<file path="config.mk">
export PLATFORM = sky130hd
export DESIGN_NAME = axi_to_vector
export DESIGN_NICKNAME = d
export VERILOG_FILES = /design/src/rtl/axi_to_vector.sv
export SDC_FILE = /design/constraint.sdc
export NUM_CORES = 1
export LEC_CHECK = 0
export CAP_MARGIN = 20
export CORE_MARGIN = 1
export CORE_UTILIZATION = 47
export DETAILED_ROUTE_END_ITERATION = 6
export PLACE_DENSITY = 0.85
export SLEW_MARGIN = 10
export SYNTH_ARGS = -nofsm -noshare
export SYNTH_HDL_FRONTEND = slang
export SYNTH_SLANG_ARGS = --single-unit
</file>
<file path="constraint.sdc">
create_clock -name clk -period 3 [get_ports clk]
set_clock_uncertainty 0.1 [all_clocks]
set_input_delay 0.45 -clock clk [delete_from_list [all_inputs] [get_ports clk]]
set_output_delay 0.45 -clock clk [all_outputs]
set_load 0.03 [all_outputs]
</file>
<file path="src/rtl/axi_to_vector.sv">
// AXI4 read master: one INCR burst of VLEN words from START_ADDR, published as a flat vector.
// Latency: vec_valid VLEN+3 cycles after start with a zero-wait slave; AR/R stalls add cycle-for-cycle.
module axi_to_vector #(
  parameter int unsigned VLEN       = 1,
  parameter logic [31:0] START_ADDR = 32'hA000_0000,
  parameter int unsigned MAX_RETRY  = 3
) (
  input  logic                 clk,
  input  logic                 rst,
  input  logic                 start,
  output logic [31:0]          ar_addr,
  output logic [2:0]           ar_size,
  output logic [7:0]           ar_len,
  output logic [1:0]           ar_burst,
  output logic                 ar_valid,
  input  logic                 ar_ready,
  input  logic [31:0]          r_data,
  input  logic [1:0]           r_resp,
  input  logic                 r_last,
  input  logic                 r_valid,
  output logic                 r_ready,
  output logic [32*VLEN-1:0]   vec,
  output logic                 vec_valid,
  output logic                 busy,
  output logic                 error
);

  localparam int CW = $clog2(VLEN + 1);
  localparam int RW = (MAX_RETRY < 1) ? 1 : $clog2(MAX_RETRY + 1);

  localparam logic [2:0] S_IDLE  = 3'd0;
  localparam logic [2:0] S_ADDR  = 3'd1;
  localparam logic [2:0] S_DATA  = 3'd2;
  localparam logic [2:0] S_CHECK = 3'd3;
  localparam logic [2:0] S_DONE  = 3'd4;

  logic [2:0]          r_state;
  logic                r_ar_valid;
  logic                r_r_ready;
  logic [32*VLEN-1:0]  r_vec;
  logic [32*VLEN-1:0]  r_shadow;
  logic                r_vec_valid;
  logic                r_error;
  logic [CW-1:0]       r_cnt;
  logic [RW-1:0]       r_retry;
  logic                r_berr;

  logic                w_beat;
  logic                w_len_bad;
  logic                w_can_retry;
  logic                w_unused_resp0;

  assign ar_addr   = START_ADDR;
  assign ar_size   = 3'b010;
  assign ar_len    = 8'(VLEN - 1);
  assign ar_burst  = 2'b01;
  assign ar_valid  = r_ar_valid;
  assign r_ready   = r_r_ready;
  assign vec       = r_vec;
  assign vec_valid = r_vec_valid;
  assign error     = r_error;
  assign busy      = (r_state != S_IDLE);

  // Only the error bit of the response matters; OKAY vs EXOKAY is irrelevant here.
  assign w_unused_resp0 = r_resp[0];

  assign w_beat      = r_valid & r_r_ready;
  assign w_len_bad   = (r_cnt != CW'(VLEN));
  assign w_can_retry = (r_retry < RW'(MAX_RETRY));

  always_ff @(posedge clk) begin
    if (rst) begin
      r_state     <= S_IDLE;
      r_ar_valid  <= 1'b0;
      r_r_ready   <= 1'b0;
      r_vec       <= '0;
      r_shadow    <= '0;
      r_vec_valid <= 1'b0;
      r_error     <= 1'b0;
      r_cnt       <= '0;
      r_retry     <= '0;
      r_berr      <= 1'b0;
    end else begin
      r_vec_valid <= 1'b0;
      case (r_state)
        S_IDLE: begin
          if (start) begin
            r_state    <= S_ADDR;
            r_ar_valid <= 1'b1;
            r_error    <= 1'b0;
            r_retry    <= '0;
            r_cnt      <= '0;
            r_berr     <= 1'b0;
          end
        end
        S_ADDR: begin
          if (r_ar_valid && ar_ready) begin
            r_ar_valid <= 1'b0;
            r_r_ready  <= 1'b1;
            r_state    <= S_DATA;
          end
        end
        S_DATA: begin
          if (w_beat) begin
            // Beats past VLEN fall through every compare and are dropped.
            for (int i = 0; i < int'(VLEN); i++) begin
              if (r_cnt == CW'(i)) r_shadow[32*i +: 32] <= r_data;
            end
            if (r_cnt != CW'(VLEN)) r_cnt <= r_cnt + CW'(1);
            r_berr <= r_berr | r_resp[1];
            if (r_last) begin
              r_r_ready <= 1'b0;
              r_state   <= S_CHECK;
            end
          end
        end
        S_CHECK: begin
          // A short burst is a protocol fault, so it is never retried.
          if (w_len_bad) begin
            r_error <= 1'b1;
            r_state <= S_IDLE;
          end else if (r_berr) begin
            if (w_can_retry) begin
              r_retry    <= r_retry + RW'(1);
              r_cnt      <= '0;
              r_berr     <= 1'b0;
              r_ar_valid <= 1'b1;
              r_state    <= S_ADDR;
            end else begin
              r_error <= 1'b1;
              r_state <= S_IDLE;
            end
          end else begin
            r_vec       <= r_shadow;
            r_vec_valid <= 1'b1;
            r_state     <= S_DONE;
          end
        end
        S_DONE: begin
          r_state <= S_IDLE;
        end
        default: begin
          r_state <= S_IDLE;
        end
      endcase
    end
  end

endmodule
</file>
# --- Yosys cells after proc, flatten, opt, wreduce, memory -nomap -nowiden ---
# Index checks and enable logic that the tools add are counted.
word_totals:
  out_inout_bits: 82
  input_bits: 40
  register_bits: 75
  elab_cells: 86
op_classes:
  magnitude_cmp: 1
  bitwise_logic: 5
  n_reduce_logical: 17
  add_sub_neg: 2
  n_eq_ne: 12
  n_mux: 39
ops:
  columns: ["operator", "n"]
  rows:
  - ["$mux W1", 22]
  - ["$mux W3", 6]
  - ["$reduce_and A4 Y1", 4]
  - ["$ne A2 B2 Y1 const B", 7]
  - ["$pmux W3 S4", 1]
  - ["$pmux W1 S3", 3]
  - ["$reduce_and A3 Y1", 3]
  - ["$reduce_bool A3 Y1", 3]
  - ["$mux W2", 4]
  - ["$eq A3 B2 Y1 const B", 2]
  - ["$ne A3 B3 Y1 const B", 2]
  - ["$reduce_and A6 Y1", 1]
  - ["$reduce_and A5 Y1", 1]
  - ["$pmux W1 S2", 2]
  - ["$pmux W2 S2", 1]
  - ["$reduce_bool A2 Y1", 2]
  - ["$eq A3 B1 Y1 const B", 1]
  - ["$logic_not A3 Y1", 1]
  - ["$not A1 Y1", 3]
  - ["$reduce_or A3 Y1", 1]
  - ["$add A2 B1 Y2 const B", 1]
  - ["$lt A2 B2 Y1 const B", 1]
  - ["$add A1 B1 Y1 const B", 1]
  - ["$and A1 B1 Y1", 1]
  - ["2 further kinds", 2]

# --- Longest topological paths before layout ---
# Gate-level depths: netlist (run 1).
depth:
  depth_word: 5
  ltp_mapped: 7
  ltp_nobuf: 5

# --- Worst setup path before layout (run 1) ---
# No wires, ideal clock.
synth_path:
  kind: "reg-to-reg"
  from: "register r_state[1]"
  to: "register r_shadow[10]"
  setup_time_ns: 0.132
  setup_slack_ns: 1.221
  period_less_slack_ns: 1.779
  path_stages_with_launch: 8
  n_path_buf: 3
  arrival_time_ns: 1.547
  required_ns: 2.768
  cell_sequence: "dfxtp_1 buf_6 or3b_4 or3_1 buf_2 buf_6 nand2_1 a21oi_1"
synth_between:
  elab_chain_len: 2
synth_lines:
  columns: ["element", "line_no", "source"]
  rows:
  - ["start: declaration", "37", "logic [2:0] r_state;"]
  - ["start signal: assignment", "73", "r_state <= S_IDLE;"]
  - ["start signal: assignment", "88", "r_state <= S_ADDR;"]
  - ["start signal: assignment", "100", "r_state <= S_DATA;"]
  - ["$eq A3 B2 Y1", "85", "case (r_state)"]
  - ["$reduce_and A3 Y1 (no source line)", null, null]
  - ["end signal: indexed assignment", "107", "if (r_cnt == CW'(i)) r_shadow[32*i +: 32] <= r_data;"]
  - ["end: declaration", "41", "logic [32*VLEN-1:0] r_shadow;"]
# No other way between the ends.
# A chain may end at the register's enable or synchronous reset.

# --- Worst setup path in the final report (run 1) ---
layout_path:
  from: "register r_state[0]"
  to: "output port busy"
layout_between:
  elab_chain_len: 1
layout_lines:
  columns: ["element", "line_no", "source"]
  rows:
  - ["$reduce_bool A3 Y1", "62", "assign busy = (r_state != S_IDLE);"]
  - ["end: declaration", "24", "output logic busy,"]
# No other way between the ends.

==> metrics.yaml, run 1 <==
cp-start-kind: "flip-flop"
cts_tree: "built"
slew_viol_final: 0
grt_first_pass_wirelength_mm: 10.8
vdd_drop_max_uv: 338
gr-total-overflow: 0
postSynthCellCount: 399
grt_pass1_vias: 2331
vias: 2684
synth_top_cell_area_share_pct: 47.9
fmax_ghz: 0.430
cp_slowest_cell: "clkdlybuf4s50_1"
pwr-share-seq_pct: 47.2
rsz0062_at_grt: "no"
rr_worst_depth: 5
avgSynthCellArea_um2: 7.86
antenna_found_initial: 0
totalWireLength_mm: 6.49
drt_iter0_drc: 158
drc_errors: 0
grt_start_max_net_pins: 41
p_clk_share_pct: 42.8
clk_pin_slew_ps: 80
power_switching_share_pct: 24.2
worst_pin_slew_ps: 858
vias_per_cell: 4.91
fin_crit_ps: 2330
row_count: 29
ant_nets: 0
dieArea_mm2: 0.00700
cp.depth: 2
synth-seq-area-share_pct: 47.9
cts_hold_buf: 0
setup_tns_ps: 0
num-fill-cells: 558
cts_htree_levels: 3
insertion_delay_ps: 340
synth_cell_types: 32
gp_congestion: 0.851
start_util_pct: 49.1
numCtsBuffers: 9
die_x_um: 83.7
crit_type: "flip-flop to output port"
ys_top_cells_by_area: "dfxtp_1, nand2_1, a21oi_1"
max_cap_violations: 0
io_pins: 122
synth_seq_cells: 75
grt_usage_pct: 19.3
drive_gt1_share_pct: 5.74
post-route-period-util_pct: 77.6
wl_per_cell_um: 11.9
yosysMostFrequentCell: "nand2_1"
hold_path.class: "flip-flop to flip-flop"
crit_fanout: 13
power.density_mw_per_mm2: 540
holdWs_ps: 352
p_sw_mw: 0.522
ys_async_sr_fraction_pct: 0
synth-edff-count: 0
cts-root-buf: "clkbuf_8"
synth_ff_type: "dfxtp_1"
clk_path_buf_depth: 2
netlist_area_mm2: 0.00313
setup_viol_count_final: 0
cp_slowest_stage_delay_ps: 600
critPathBufInv: 1
cts.sinks: 75
cts-resized-gates: 0
p_comb_share_pct: 10.0
slew_headroom_pct: 42.0
fin_nets: 506
p_int_mw: 1.64
die_h_um: 83.7
cts_setup_buffers: 0
ys_top_cells_by_count: "nand2_1, dfxtp_1, a21oi_1"
io_buffers: 75
n_antenna_cell: 0
worstHoldPathCells: 2
areaGrowthSynthToFinish_pct: 27.7
dp_hpwl_mm: 4.37
static-leakage-power_nw: 1.44
end_kind: "output port"
hold_viol_final: 0
arrival_ps: 1780
run_status: "finished, final reports clean"
crit_chain: "or3_1, clkdlybuf4s50_1"
yosys_warnings: 0
crit_family: "buffers and inverters"
worst_ep_required_time_ps: 2450
drtPass1Iterations: 4
synth_top_cell_by_area: "dfxtp_1"
placeableCoreArea_mm2: 0.00639
==> worst register-to-register path, delay by kind of cell (launching register included) <==
kind,cells,cell delay [ps]
AOI/OAI and AO/OA,1,70
buffers and inverters,1,270
DFF,1,500
and+or+nand+nor,3,1180
==> power by group through the flow <==
| stage | Sequential [mW] | Clock [mW] | Combinational (mW) |
|---|---|---|---|
| 6_report | 1.02 | 0.925 | 0.215 |
| 5_1_grt | 1.02 | 1.00 | 0.228 |
| 4_1_cts | 1.02 | 0.942 | 0.214 |
| 3_5_place_dp | 1.04 | 0 | 0.214 |
| 3_3_place_gp | 1.04 | 0 | 0.211 |
| 2_1_floorplan | 1.04 | 0 | 0.182 |
==> cell families after synthesis <==
| group | after synthesis | share of synthesized area [%] |
|---|---|---|
| compound gates | 80 | 13.6 |
| fa+ha+maj | 1 | 0.399 |
| buf+inv | 73 | 15.3 |
| flops | 75 | 47.9 |
| mux | 2 | 0.639 |
| other cells | 2 | 0.240 |
| simple gates | 166 | 21.9 |
==> routing by layer <==
| metal | GRT usage (%) | vias up | routed length (um) |
|---|---|---|---|
| met5 | 0 | - | 0 |
| met4 | 9.71 | 0 | 87 |
| met3 | 3.96 | 7 | 329 |
| met2 | 32.2 | 104 | 3280 |
| met1 | 23.7 | 1239 | 2800 |
| li1 | - | 1334 | - |
==> sequential cells by signal, summed over array words and instances, names as in the netlist, 2 cells and up <==
register	cells
r_retry	2
r_shadow	32
r_state	3
vec	32
==> cell type report <==
type	count	area (um2)	share of cell area [%]
sequential	75	1500	37.5
timing repair buffer	82	826	20.6
tap	77	96.3	2.41
multi-input combinational	294	1330	33.1
clock inverter	6	113	2.81
clock buffer	10	128	3.19
inverter	3	11.3	0.281
==> layout by cell type, fill, tap and decap left out, drive strengths merged, types with 2 or more instances in the layout <==
cell | netlist | final
nor2 | 12 | 12
a21oi | 69 | 69
clkbuf | 16 | 10
nor2b | 2 | 2
clkinv | 0 | 2
nand2b | 3 | 3
clkdlybuf4s50 | 0 | 74
inv | 3 | 4
bufinv | 0 | 3
nand3 | 5 | 5
or3 | 4 | 4
dfxtp | 75 | 75
nor3 | 2 | 2
a211oi | 2 | 2
mux2i | 2 | 2
buf | 54 | 8
nor4b | 2 | 2
nand2 | 132 | 132
conb | 2 | 45
o21ai | 2 | 2
==> worst paths after layout <==
path	from	slack [ps]	to
max	r_state[0]$_SDFFE_PP0P_	670	busy
min	r_shadow[26]$_SDFFE_PP0P_	350	vec[26]$_SDFFE_PP0P_
max reg2reg	r_state[1]$_SDFFE_PP0P_	760	r_shadow[28]$_SDFFE_PP0P_
min reg2reg	r_shadow[26]$_SDFFE_PP0P_	350	vec[26]$_SDFFE_PP0P_
==> stage by stage <==
| step | setup slack (ps) | util (%) | instance area [um2] | std cells | total power [mW] |
|---|---|---|---|---|---|
| after floorplan | 1220 | - | 3300 | 442 | 1.22 |
| after detailed placement | 509 | 58.7 | 3750 | 530 | 1.26 |
| final | 673 | 62.7 | 4000 | 547 | 2.16 |
| after global routing | 600 | 62.7 | 4000 | 547 | 2.25 |
| after CTS | 615 | 62.4 | 3990 | 546 | 2.17 |
| after global placement | 593 | 58.2 | 3720 | 529 | 1.25 |
Power figures use the tool's default switching activity.
==> run 2, diff against run 1 <==
Settings changed: CORE_UTILIZATION 47 to 39, PLACE_DENSITY 0.85 to 0.76.
Clock period 3 ns to 2.1 ns, I/O delays scaled along.
==> metrics.yaml, run 2 (same netlist as run 1, synthesis figures left out) <==
die_x_um: 91.6  # was 83.7 um
ant_nets: 0  # unchanged
areaGrowthSynthToFinish_pct: 29.1  # was 27.7%
drc_errors: 0  # unchanged
slew_viol_final: 0  # unchanged
drtPass1Iterations: 4  # unchanged
clk_pin_slew_ps: 80  # about the same
vias_per_cell: 4.56  # was 4.91
fin_util_pct: 52.1  # was 62.7%
n_antenna_cell: 0  # unchanged
end_kind: "output port"  # unchanged
insertion_delay_ps: 330  # was 340 ps
die_h_um: 91.6  # was 83.7 um
post-route-period-util_pct: 97.3
cts_hold_buf: 0  # unchanged
grt_pass1_vias: 2435  # was 2331
arrival_ps: 1630  # was 1780 ps
numCtsBuffers: 9  # unchanged
static-leakage-power_nw: 1.44  # about the same
hold_viol_final: 0  # unchanged
clk_path_buf_depth: 2  # unchanged
cp-start-kind: "flip-flop"  # unchanged
cts_htree_levels: 3  # unchanged
fin_nets: 511  # was 506
max_cap_violations: 0  # unchanged
placeableCoreArea_mm2: 0.00777  # was 0.00639 mm2
row_count: 32  # was 29
dieArea_mm2: 0.00840  # was 0.00700 mm2
crit_type: "flip-flop to output port"  # unchanged
grt_start_max_net_pins: 39  # was 41
start_util_pct: 40.4  # was 49.1%
vdd_drop_max_uv: 391  # was 338 uV
fmax_ghz: 0.489
cts_setup_buffers: 0  # unchanged
fin_crit_ps: 2040
hold_path.class: "input pin to flip-flop"  # was flip-flop to flip-flop
cts_tree: "built"  # unchanged
grt_first_pass_wirelength_mm: 11.0  # was 10.8 mm
mostFrequentLayoutCells: "nand2_1, dfxtp_1, clkdlybuf4s50_1"  # unchanged
drive_gt1_share_pct: 6.54  # was 5.74%
power.density_mw_per_mm2: 757  # was 540 mW/mm2
io_buffers: 75  # unchanged
gr-total-overflow: 0  # unchanged
num-fill-cells: 745  # was 558
dp_hpwl_mm: 4.56  # was 4.37 mm
grt_usage_pct: 16.3  # was 19.3%
rsz0062_at_grt: "no"  # unchanged
worst_ep_required_time_ps: 1680  # was 2450 ps
instances_no_fill: 576  # was 547
totalWireLength_mm: 6.50  # was 6.49 mm
io_pins: 122  # unchanged
gp_congestion: 0.853  # was 0.851
setup_tns_ps: 0  # unchanged
multiInputGateArea_mm2: 0.00133  # unchanged
drt_iter0_drc: 54  # was 158
vias: 2626  # was 2684
cts-root-buf: "clkbuf_8"  # unchanged
antenna_found_initial: 0  # unchanged
crit_fanout: 3  # was 13
cts-resized-gates: 0  # unchanged
layout.area.seq_mm2: 0.00150  # unchanged
cts.sinks: 75  # unchanged
setup_viol_count_final: 0  # unchanged
run_status: "finished, final reports clean"  # unchanged
place_inst: 561  # was 530
layout_commonest_cell: "nand2_1"  # unchanged
wl_per_cell_um: 11.3  # was 11.9 um
-- run 2: power breakdown --
part	internal, mW	switching (mW)
clock network	0.782	0.503
registers	1.43	0.0107
logic	0.124	0.209
total	2.34	0.723
-- run 2: path summary, 6_finish.rpt --
kind | from | endpoint | slack, ps | cells past startpoint
max | r_state[0]$_SDFFE_PP0P_ | busy | 60 | 2
min | rst | r_cnt$_SDFFE_PP0P_ | 160 | 2
max reg2reg | r_cnt$_SDFFE_PP0P_ | vec[31]$_SDFFE_PP0P_ | 270 | 5
min reg2reg | r_shadow[18]$_SDFFE_PP0P_ | vec[18]$_SDFFE_PP0P_ | 350 | 2
-- run 2: critical path, cell delays in order, from the launching register on --
cell,delay [ps]
dfxtp_1,330
or3_1,380
clkdlybuf4s50_1,600
-- run 2: metrics by stage --
step	hold WS (ps)	instance area [um2]	power, mW	worst slack [ps]
final	162	4050	3.06	56.7
after global routing	166	4050	3.18	1.59
after floorplan	332	3300	1.75	321
after detailed placement	342	3810	1.81	98.1
after CTS	137	4050	3.09	29.4
after global placement	336	3810	1.81	178
-- run 2: cell type report --
class,count,share of cell area (%)
repair buffers,87,21.0
inverters,3,0.278
multi-input cells,294,32.8
flip-flops and latches,75,37.1
clock inverters,5,2.54
clock buffers,10,3.15
well taps,102,3.15
-- run 2: metal layers --
metal  up-vias  routed length, um  global-route usage (%)
met3        16                318                    3.73
met2        87               3220                    28.0
met5         -                  0                       0
li1       1341                  -                       -
met4         0                146                    7.80
met1      1182               2810                    19.1
